===== config.mk =====
export PLATFORM = sky130hd
export DESIGN_NAME = glip_loopback_pattern_flat
export DESIGN_NICKNAME = d
export VERILOG_FILES = /design/src/rtl/glip_loopback_pattern_pkg.sv /design/src/rtl/glip_loopback_pattern_if.sv /design/src/rtl/glip_pattern_checker.sv /design/src/rtl/glip_loopback_pattern.sv /design/src/flat_wrapper.sv
export SDC_FILE = /design/constraint.sdc
export NUM_CORES = 1
export LEC_CHECK = 0
export CAP_MARGIN = 20
export CELL_PAD_IN_SITES_DETAIL_PLACEMENT = 0
export CELL_PAD_IN_SITES_GLOBAL_PLACEMENT = 2
export CORE_ASPECT_RATIO = 1.1
export CORE_MARGIN = 4
export CORE_UTILIZATION = 32
export DETAILED_ROUTE_END_ITERATION = 12
export MAX_ROUTING_LAYER = met4
export PLACE_DENSITY = 0.86
export SETUP_SLACK_MARGIN = 0.2
export SLEW_MARGIN = 20
export SYNTH_ARGS = -nofsm -noshare
export SYNTH_HDL_FRONTEND = slang
export SYNTH_SLANG_ARGS = --single-unit

===== constraint.sdc =====
create_clock -name clk -period 2.83 [get_ports clk]
set_input_delay 0.7075 -clock clk [delete_from_list [all_inputs] [get_ports clk]]
set_output_delay 0.7075 -clock clk [all_outputs]
set_load 0.005 [all_outputs]

===== src/rtl/glip_loopback_pattern_pkg.sv =====
// Shared types and helpers for the GLIP loopback pattern generator/checker.
package glip_pattern_pkg;

    typedef enum logic [0:0] {
        HUNT   = 1'b0,
        LOCKED = 1'b1
    } chk_state_e;

    // Increment v, holding at the all-ones value of a w-bit counter.
    function automatic logic [63:0] sat_inc(input logic [63:0] v, input int unsigned w);
        logic [63:0] top;
        top = (w >= 64) ? '1 : ((64'd1 << w) - 64'd1);
        return (v >= top) ? v : v + 64'd1;
    endfunction

endpackage


===== src/rtl/glip_loopback_pattern_if.sv =====
// Valid/ready byte stream between the pattern block and the UART backend FIFOs.
interface glip_loopback_pattern_if #(
    parameter int unsigned WIDTH = 8
);
    logic [WIDTH-1:0] data;
    logic             valid;
    logic             ready;

    modport master (output data, output valid, input ready);
    modport slave  (input data, input valid, output ready);
endinterface


===== src/rtl/glip_pattern_checker.sv =====
// Incrementing-sequence checker: locks onto the received stream, counts good and bad bytes.
module glip_pattern_checker
    import glip_pattern_pkg::*;
#(
    parameter int unsigned WIDTH        = 8,
    parameter int unsigned CNT_WIDTH    = 32,
    parameter int unsigned ERR_WIDTH    = 16,
    parameter int unsigned RESYNC_LIMIT = 4
) (
    input  logic                 clk,
    input  logic                 rst,
    input  logic                 clear_i,
    input  logic                 chk_enable_i,
    input  logic [WIDTH-1:0]     in_data_i,
    input  logic                 in_valid_i,
    output logic                 in_ready_o,
    output logic                 locked_o,
    output logic                 error_o,
    output logic [ERR_WIDTH-1:0] err_count_o,
    output logic [CNT_WIDTH-1:0] good_count_o
);

    localparam int unsigned RUN_W = $clog2(RESYNC_LIMIT + 1);

    chk_state_e           state_q;
    logic [WIDTH-1:0]     exp_q;
    logic [RUN_W-1:0]     run_q;
    logic                 error_q;
    logic [ERR_WIDTH-1:0] err_q;
    logic [CNT_WIDTH-1:0] good_q;

    logic                 in_xfer;
    logic [RUN_W-1:0]     run_d;
    logic [WIDTH-1:0]     resync_d;

    assign in_ready_o = chk_enable_i;
    assign in_xfer    = in_valid_i & chk_enable_i;
    assign run_d      = run_q + RUN_W'(1);
    assign resync_d   = in_data_i + WIDTH'(1);

    always_ff @(posedge clk or posedge rst) begin
        if (rst) begin
            state_q <= HUNT;
            exp_q   <= '0;
            run_q   <= '0;
            error_q <= 1'b0;
            err_q   <= '0;
            good_q  <= '0;
        end else if (clear_i) begin
            // Clear wins over a simultaneous transfer; exp is reloaded on the next HUNT hit.
            state_q <= HUNT;
            run_q   <= '0;
            error_q <= 1'b0;
            err_q   <= '0;
            good_q  <= '0;
        end else if (in_xfer) begin
            case (state_q)
                HUNT: begin
                    exp_q   <= resync_d;
                    run_q   <= '0;
                    state_q <= LOCKED;
                end
                LOCKED: begin
                    if (in_data_i == exp_q) begin
                        good_q <= CNT_WIDTH'(sat_inc(64'(good_q), CNT_WIDTH));
                        exp_q  <= exp_q + WIDTH'(1);
                        run_q  <= '0;
                    end else begin
                        err_q   <= ERR_WIDTH'(sat_inc(64'(err_q), ERR_WIDTH));
                        error_q <= 1'b1;
                        exp_q   <= resync_d;
                        if (run_d == RUN_W'(RESYNC_LIMIT)) begin
                            state_q <= HUNT;
                            run_q   <= '0;
                        end else begin
                            run_q <= run_d;
                        end
                    end
                end
                default: state_q <= HUNT;
            endcase
        end
    end

    assign locked_o     = (state_q == LOCKED);
    assign error_o      = error_q;
    assign err_count_o  = err_q;
    assign good_count_o = good_q;

endmodule


===== src/rtl/glip_loopback_pattern.sv =====
// Loopback traffic source (incrementing bytes) and self-checking sink for the UART GLIP backend.
module glip_loopback_pattern
    import glip_pattern_pkg::*;
#(
    parameter int unsigned     WIDTH        = 8,
    parameter logic [WIDTH-1:0] SEED        = '0,
    parameter int unsigned     CNT_WIDTH    = 32,
    parameter int unsigned     ERR_WIDTH    = 16,
    parameter int unsigned     RESYNC_LIMIT = 4
) (
    input  logic                    clk,
    input  logic                    rst,
    input  logic                    clear,
    input  logic                    gen_enable,
    input  logic                    chk_enable,
    glip_loopback_pattern_if.master fifo_out,
    glip_loopback_pattern_if.slave  fifo_in,
    output logic                    locked,
    output logic                    error,
    output logic [ERR_WIDTH-1:0]    err_count,
    output logic [CNT_WIDTH-1:0]    good_count
);

    logic [WIDTH-1:0] out_data_q;
    logic             out_valid_q;
    logic             seed_pend_q;
    logic             out_xfer;

    assign out_xfer = out_valid_q & fifo_out.ready;

    always_ff @(posedge clk or posedge rst) begin
        if (rst) begin
            out_data_q  <= SEED;
            out_valid_q <= 1'b0;
            seed_pend_q <= 1'b0;
        end else if (out_xfer) begin
            // A clear seen while a beat was held is applied here, once the beat is accepted.
            out_data_q  <= (clear | seed_pend_q) ? SEED : out_data_q + WIDTH'(1);
            out_valid_q <= gen_enable;
            seed_pend_q <= 1'b0;
        end else if (!out_valid_q) begin
            out_valid_q <= gen_enable;
            if (clear) begin
                out_data_q <= SEED;
            end
        end else if (clear) begin
            seed_pend_q <= 1'b1;
        end
    end

    assign fifo_out.data  = out_data_q;
    assign fifo_out.valid = out_valid_q;

    glip_pattern_checker #(
        .WIDTH        (WIDTH),
        .CNT_WIDTH    (CNT_WIDTH),
        .ERR_WIDTH    (ERR_WIDTH),
        .RESYNC_LIMIT (RESYNC_LIMIT)
    ) u_checker (
        .clk          (clk),
        .rst          (rst),
        .clear_i      (clear),
        .chk_enable_i (chk_enable),
        .in_data_i    (fifo_in.data),
        .in_valid_i   (fifo_in.valid),
        .in_ready_o   (fifo_in.ready),
        .locked_o     (locked),
        .error_o      (error),
        .err_count_o  (err_count),
        .good_count_o (good_count)
    );

endmodule


===== src/flat_wrapper.sv =====
// flat-port wrapper written by rule: the top's interface ports become plain ports
module glip_loopback_pattern_flat import glip_pattern_pkg::*;
#(
    parameter int unsigned     WIDTH        = 8,
    parameter logic [WIDTH-1:0] SEED        = '0,
    parameter int unsigned     CNT_WIDTH    = 32,
    parameter int unsigned     ERR_WIDTH    = 16,
    parameter int unsigned     RESYNC_LIMIT = 4
)
  (clk, rst, clear, gen_enable, chk_enable, locked, error, err_count, good_count, fifo_out_data, fifo_out_valid, fifo_out_ready, fifo_in_data, fifo_in_valid, fifo_in_ready);
  glip_loopback_pattern_if #(.WIDTH(WIDTH)) fifo_out_i ();
  glip_loopback_pattern_if #(.WIDTH(WIDTH)) fifo_in_i ();
  input  logic clk;
  input  logic rst;
  input  logic clear;
  input  logic gen_enable;
  input  logic chk_enable;
  output logic locked;
  output logic error;
  output logic [ERR_WIDTH-1:0] err_count;
  output logic [CNT_WIDTH-1:0] good_count;
  output wire logic [$bits(fifo_out_i.data)-1:0] fifo_out_data;
  output wire logic [$bits(fifo_out_i.valid)-1:0] fifo_out_valid;
  input wire logic [$bits(fifo_out_i.ready)-1:0] fifo_out_ready;
  input wire logic [$bits(fifo_in_i.data)-1:0] fifo_in_data;
  input wire logic [$bits(fifo_in_i.valid)-1:0] fifo_in_valid;
  output wire logic [$bits(fifo_in_i.ready)-1:0] fifo_in_ready;
  assign fifo_out_data = fifo_out_i.data;
  assign fifo_out_valid = fifo_out_i.valid;
  assign fifo_out_i.ready = fifo_out_ready;
  assign fifo_in_i.data = fifo_in_data;
  assign fifo_in_i.valid = fifo_in_valid;
  assign fifo_in_ready = fifo_in_i.ready;
  glip_loopback_pattern #(.WIDTH(WIDTH), .SEED(SEED), .CNT_WIDTH(CNT_WIDTH), .ERR_WIDTH(ERR_WIDTH), .RESYNC_LIMIT(RESYNC_LIMIT)) u_core (.clk(clk), .rst(rst), .clear(clear), .gen_enable(gen_enable), .chk_enable(chk_enable), .fifo_out(fifo_out_i), .fifo_in(fifo_in_i), .locked(locked), .error(error), .err_count(err_count), .good_count(good_count));
endmodule

==> flow_summary.ini <==
[synthesis]
syn-num-nets = 507
ys_seq_area_share_pct = 41.5
synth_warnings = 0
syn_area_per_cell_um2 = 8.83
synth_edf_count = 0
syn_area_um2 = 4280
synthArstFlopShare_pct = 100
synth_flop_cell = dfrtp_1
ys_seq_elements = 71
syn_inst = 485
synth_cell_types = 49

[drt]
route.detailed.drc = 0
detail-route-antenna-nets = 0
wl_per_cell_um = 16.4
vias = 4168
dr.first_iter.drc_count = 249
routed_via_density = 5.68
routed_wl_um = 12000
drt_pass1_iterations = 4

[run_status]
status = completed

[cts]
cts_resized = 0
clkSinkCount = 71
clk_pin_slew_worst_paths_ns = 0.05
clk_path_buf_depth = 2
postCtsSetupRepairBufs = 0
cts_hold_buffers = 0
htreeDepth = 3
ctsRootBufferMaster = clkbuf_16
clock_latency_ns = 0.33
numCtsBuffers = 9
cts_tree = yes

[setup_path]
startpoint_type = input pin
rr_worst_depth = 5
worstSetupPathType = input pin to flop
cp-end-kind = flop
critPathMaxFanout = 42
cp.required_ns = 3.09
critPathArrivalTime_ns = 2.84
crit_slowest_cell = or4_1
cpPeakStageDelay_ns = 0.54
cp_cell_sequence = clkdlybuf4s50_1 > xor2_1 > nor4_2 > buf_4 > nand3_2 > buf_12 > or4_1 > a21oi_2

[placed_design]
dp_cells = 718
place_ws_ns = -0.0745
place.gp.congestion = 0.776
portBuffers = 74
dpl.hpwl_um = 8220

[power_and_ir_drop]
comb_power_share_pct = 8.9
p_sw_share_pct = 24.4
clkPwrFrac_pct = 46.7
power_density_nw_per_um2 = 430
pwr-share-seq_pct = 44.5
peakVddDrop_mv = 0.230
power.net_switching_w = 0.000593
leakage_nw = 2.18
intPower_w = 0.00184

[timing]
finClkSkew_ns = 0.00808
rsz0062_at_grt = false
fin_crit_sh_pct = 91.4
worst_slack_ns = 0.244
finalSetupViolations = 0
finalHoldViolations = 0
slew_headroom_pct = 58.5
fmax_mhz = 387
period_needed_ns = 2.59
drv_slew = 0
worst-slew-pin-transition_ns = 0.616

[floorplanning]
die_area_um2 = 15300
die_width_um = 118
ios = 75
rows = 44
fp.dieH_um = 129
core_area_um2 = 13200
start_util_pct = 32.6

[layout]
fin_nets = 590
fin_cells = 734
area_growth_pct = 32.2
antenna_cells = 0
fin_util_pct = 43.0
drive_above_1_share_pct = 11.0
final_cell_mix = clkdlybuf4s50_1, dfrtp_1, a21oi_1

[grt]
grt.total_usage_pct = 16.8
grt_max_degree = 57
grt_overflow = 0
grt_pass1_vias = 4078
antenna_found_initial = 0
grt_pass1_wl_um = 20500

[job]
maxCapViolCount = 0

[hold_path]
whs_path_depth = 2
hold_path_class = flop to flop
-- layout make-up --
cell class,count,area [um2]
inverter,15,56.3
fill,1310,7500
tap,161,201
sequential,71,1780
multi-input combinational,371,2360
timing repair buffer,100,973
clock buffer,12,246
clock inverter,4,45.0
-- synth_stat cells (2+ instances only) --
library cell | n | area share (%)
dfrtp_1 | 71 | 41
a21oi_1 | 49 | 5.7
nand2_1 | 35 | 3.1
nor2_1 | 31 | 2.7
o31ai_1 | 31 | 5.4
nand3_1 | 29 | 3.4
or4_1 | 29 | 5.1
clkbuf_1 | 21 | 1.8
nand4_1 | 21 | 3.1
o21ai_0 | 17 | 2.0
inv_1 | 15 | 1.3
xor2_1 | 13 | 2.7
and3_1 | 11 | 1.6
nor3_1 | 10 | 1.2
ha_1 | 7 | 2.0
mux2i_1 | 7 | 1.6
nor4_1 | 7 | 1.0
or3_1 | 7 | 1.0
and4_1 | 6 | 1.2
mux2_2 | 6 | 1.6
nor2b_1 | 6 | 0.88
xnor2_1 | 6 | 1.2
a22oi_1 | 5 | 0.88
buf_2 | 4 | 0.47
a41oi_1 | 3 | 0.61
nand2b_1 | 3 | 0.44
nor4_2 | 3 | 0.88
or2_2 | 3 | 0.44
a21o_1 | 2 | 0.35
a311oi_1 | 2 | 0.41
a31oi_1 | 2 | 0.29
and2_1 | 2 | 0.29
buf_1 | 2 | 0.18
nand4b_1 | 2 | 0.41
nor3b_1 | 2 | 0.35
o21ai_1 | 2 | 0.23
-- per-layer routing --
layer / track usage [%] / part of all wire, %
met1: 21.9 / 47
met3: 2.66 / 3.9
met4: 5.17 / 1.5
met5: - / 0
met2: 27.1 / 48
-- state kept, by name, summed over array words and instances (netlist names) --
| name | cells |
|---|---|
| u_core.fifo_out.data | 8 |
| u_core.fifo_out.valid | 1 |
| u_core.seed_pend_q | 1 |
| u_core.u_checker.err_count_o | 16 |
| u_core.u_checker.error_o | 1 |
| u_core.u_checker.exp_q | 8 |
| u_core.u_checker.good_count_o | 32 |
| u_core.u_checker.locked_o | 1 |
| u_core.u_checker.run_q | 3 |
-- worst paths after layout --
check | from | endpoint | slack (ns)
max | fifo_in_data[2] | u_core.u_checker.good_count_o[3] | 0.24
max reg2reg | u_core.u_checker.good_count_o[20] | u_core.u_checker.good_count_o[30] | 0.64
min in group asynchronous | rst | u_core.u_checker.good_count_o[15] | 0.68
min | u_core.u_checker.error_o | u_core.u_checker.error_o | 0.53
min reg2reg | u_core.u_checker.error_o | u_core.u_checker.error_o | 0.53
max in group asynchronous | rst | u_core.u_checker.good_count_o[5] | 1.51
-- power groups by stage --
stage | clock network [W] | registers, W | logic [W]
floorplan | 0 | 0.00109 | 0.000128
global placement | 0 | 0.00110 | 0.000214
detailed placement | 0 | 0.00110 | 0.000218
CTS | 0.00117 | 0.00108 | 0.000219
global route | 0.00121 | 0.00109 | 0.000246
finish | 0.00113 | 0.00108 | 0.000216
-- critical path: cells and delay by family --
family	cells	cell delay (ns)
xor gates and xnor gates	1	0.19
and+or+nand+nor	3	0.95
buffers and inverters	3	0.80
AOI/OAI and AO/OA	1	0.15
-- through the flow --
stage | total power, W | TNS, ns | hold slack [ns] | instance area [um2]
finish | 0.00243 | 0 | 0.527 | 5660
CTS | 0.00247 | 0 | 0.533 | 5630
floorplan | 0.00122 | 0 | 0.491 | 4280
detailed placement | 0.00132 | -0.933 | 0.501 | 5340
global route | 0.00254 | 0 | 0.552 | 5660
global placement | 0.00131 | -0.967 | 0.485 | 5340
-- cells by family (layout without fill, tap and decap cells) --
group / count (synthesis) / after routing / synth area share [%]
multiplexers: 13 / 13 / 3.21
AO/OA/AOI/OAI: 120 / 120 / 17.3
XOR/XNOR: 19 / 19 / 3.89
adder cells (fa/ha/maj): 7 / 7 / 2.04
flip-flops: 71 / 71 / 41.5
AND/OR/NAND/NOR: 212 / 212 / 28.1
buffers and inverters: 43 / 131 / 3.97
Power figures use the tool's default switching activity.
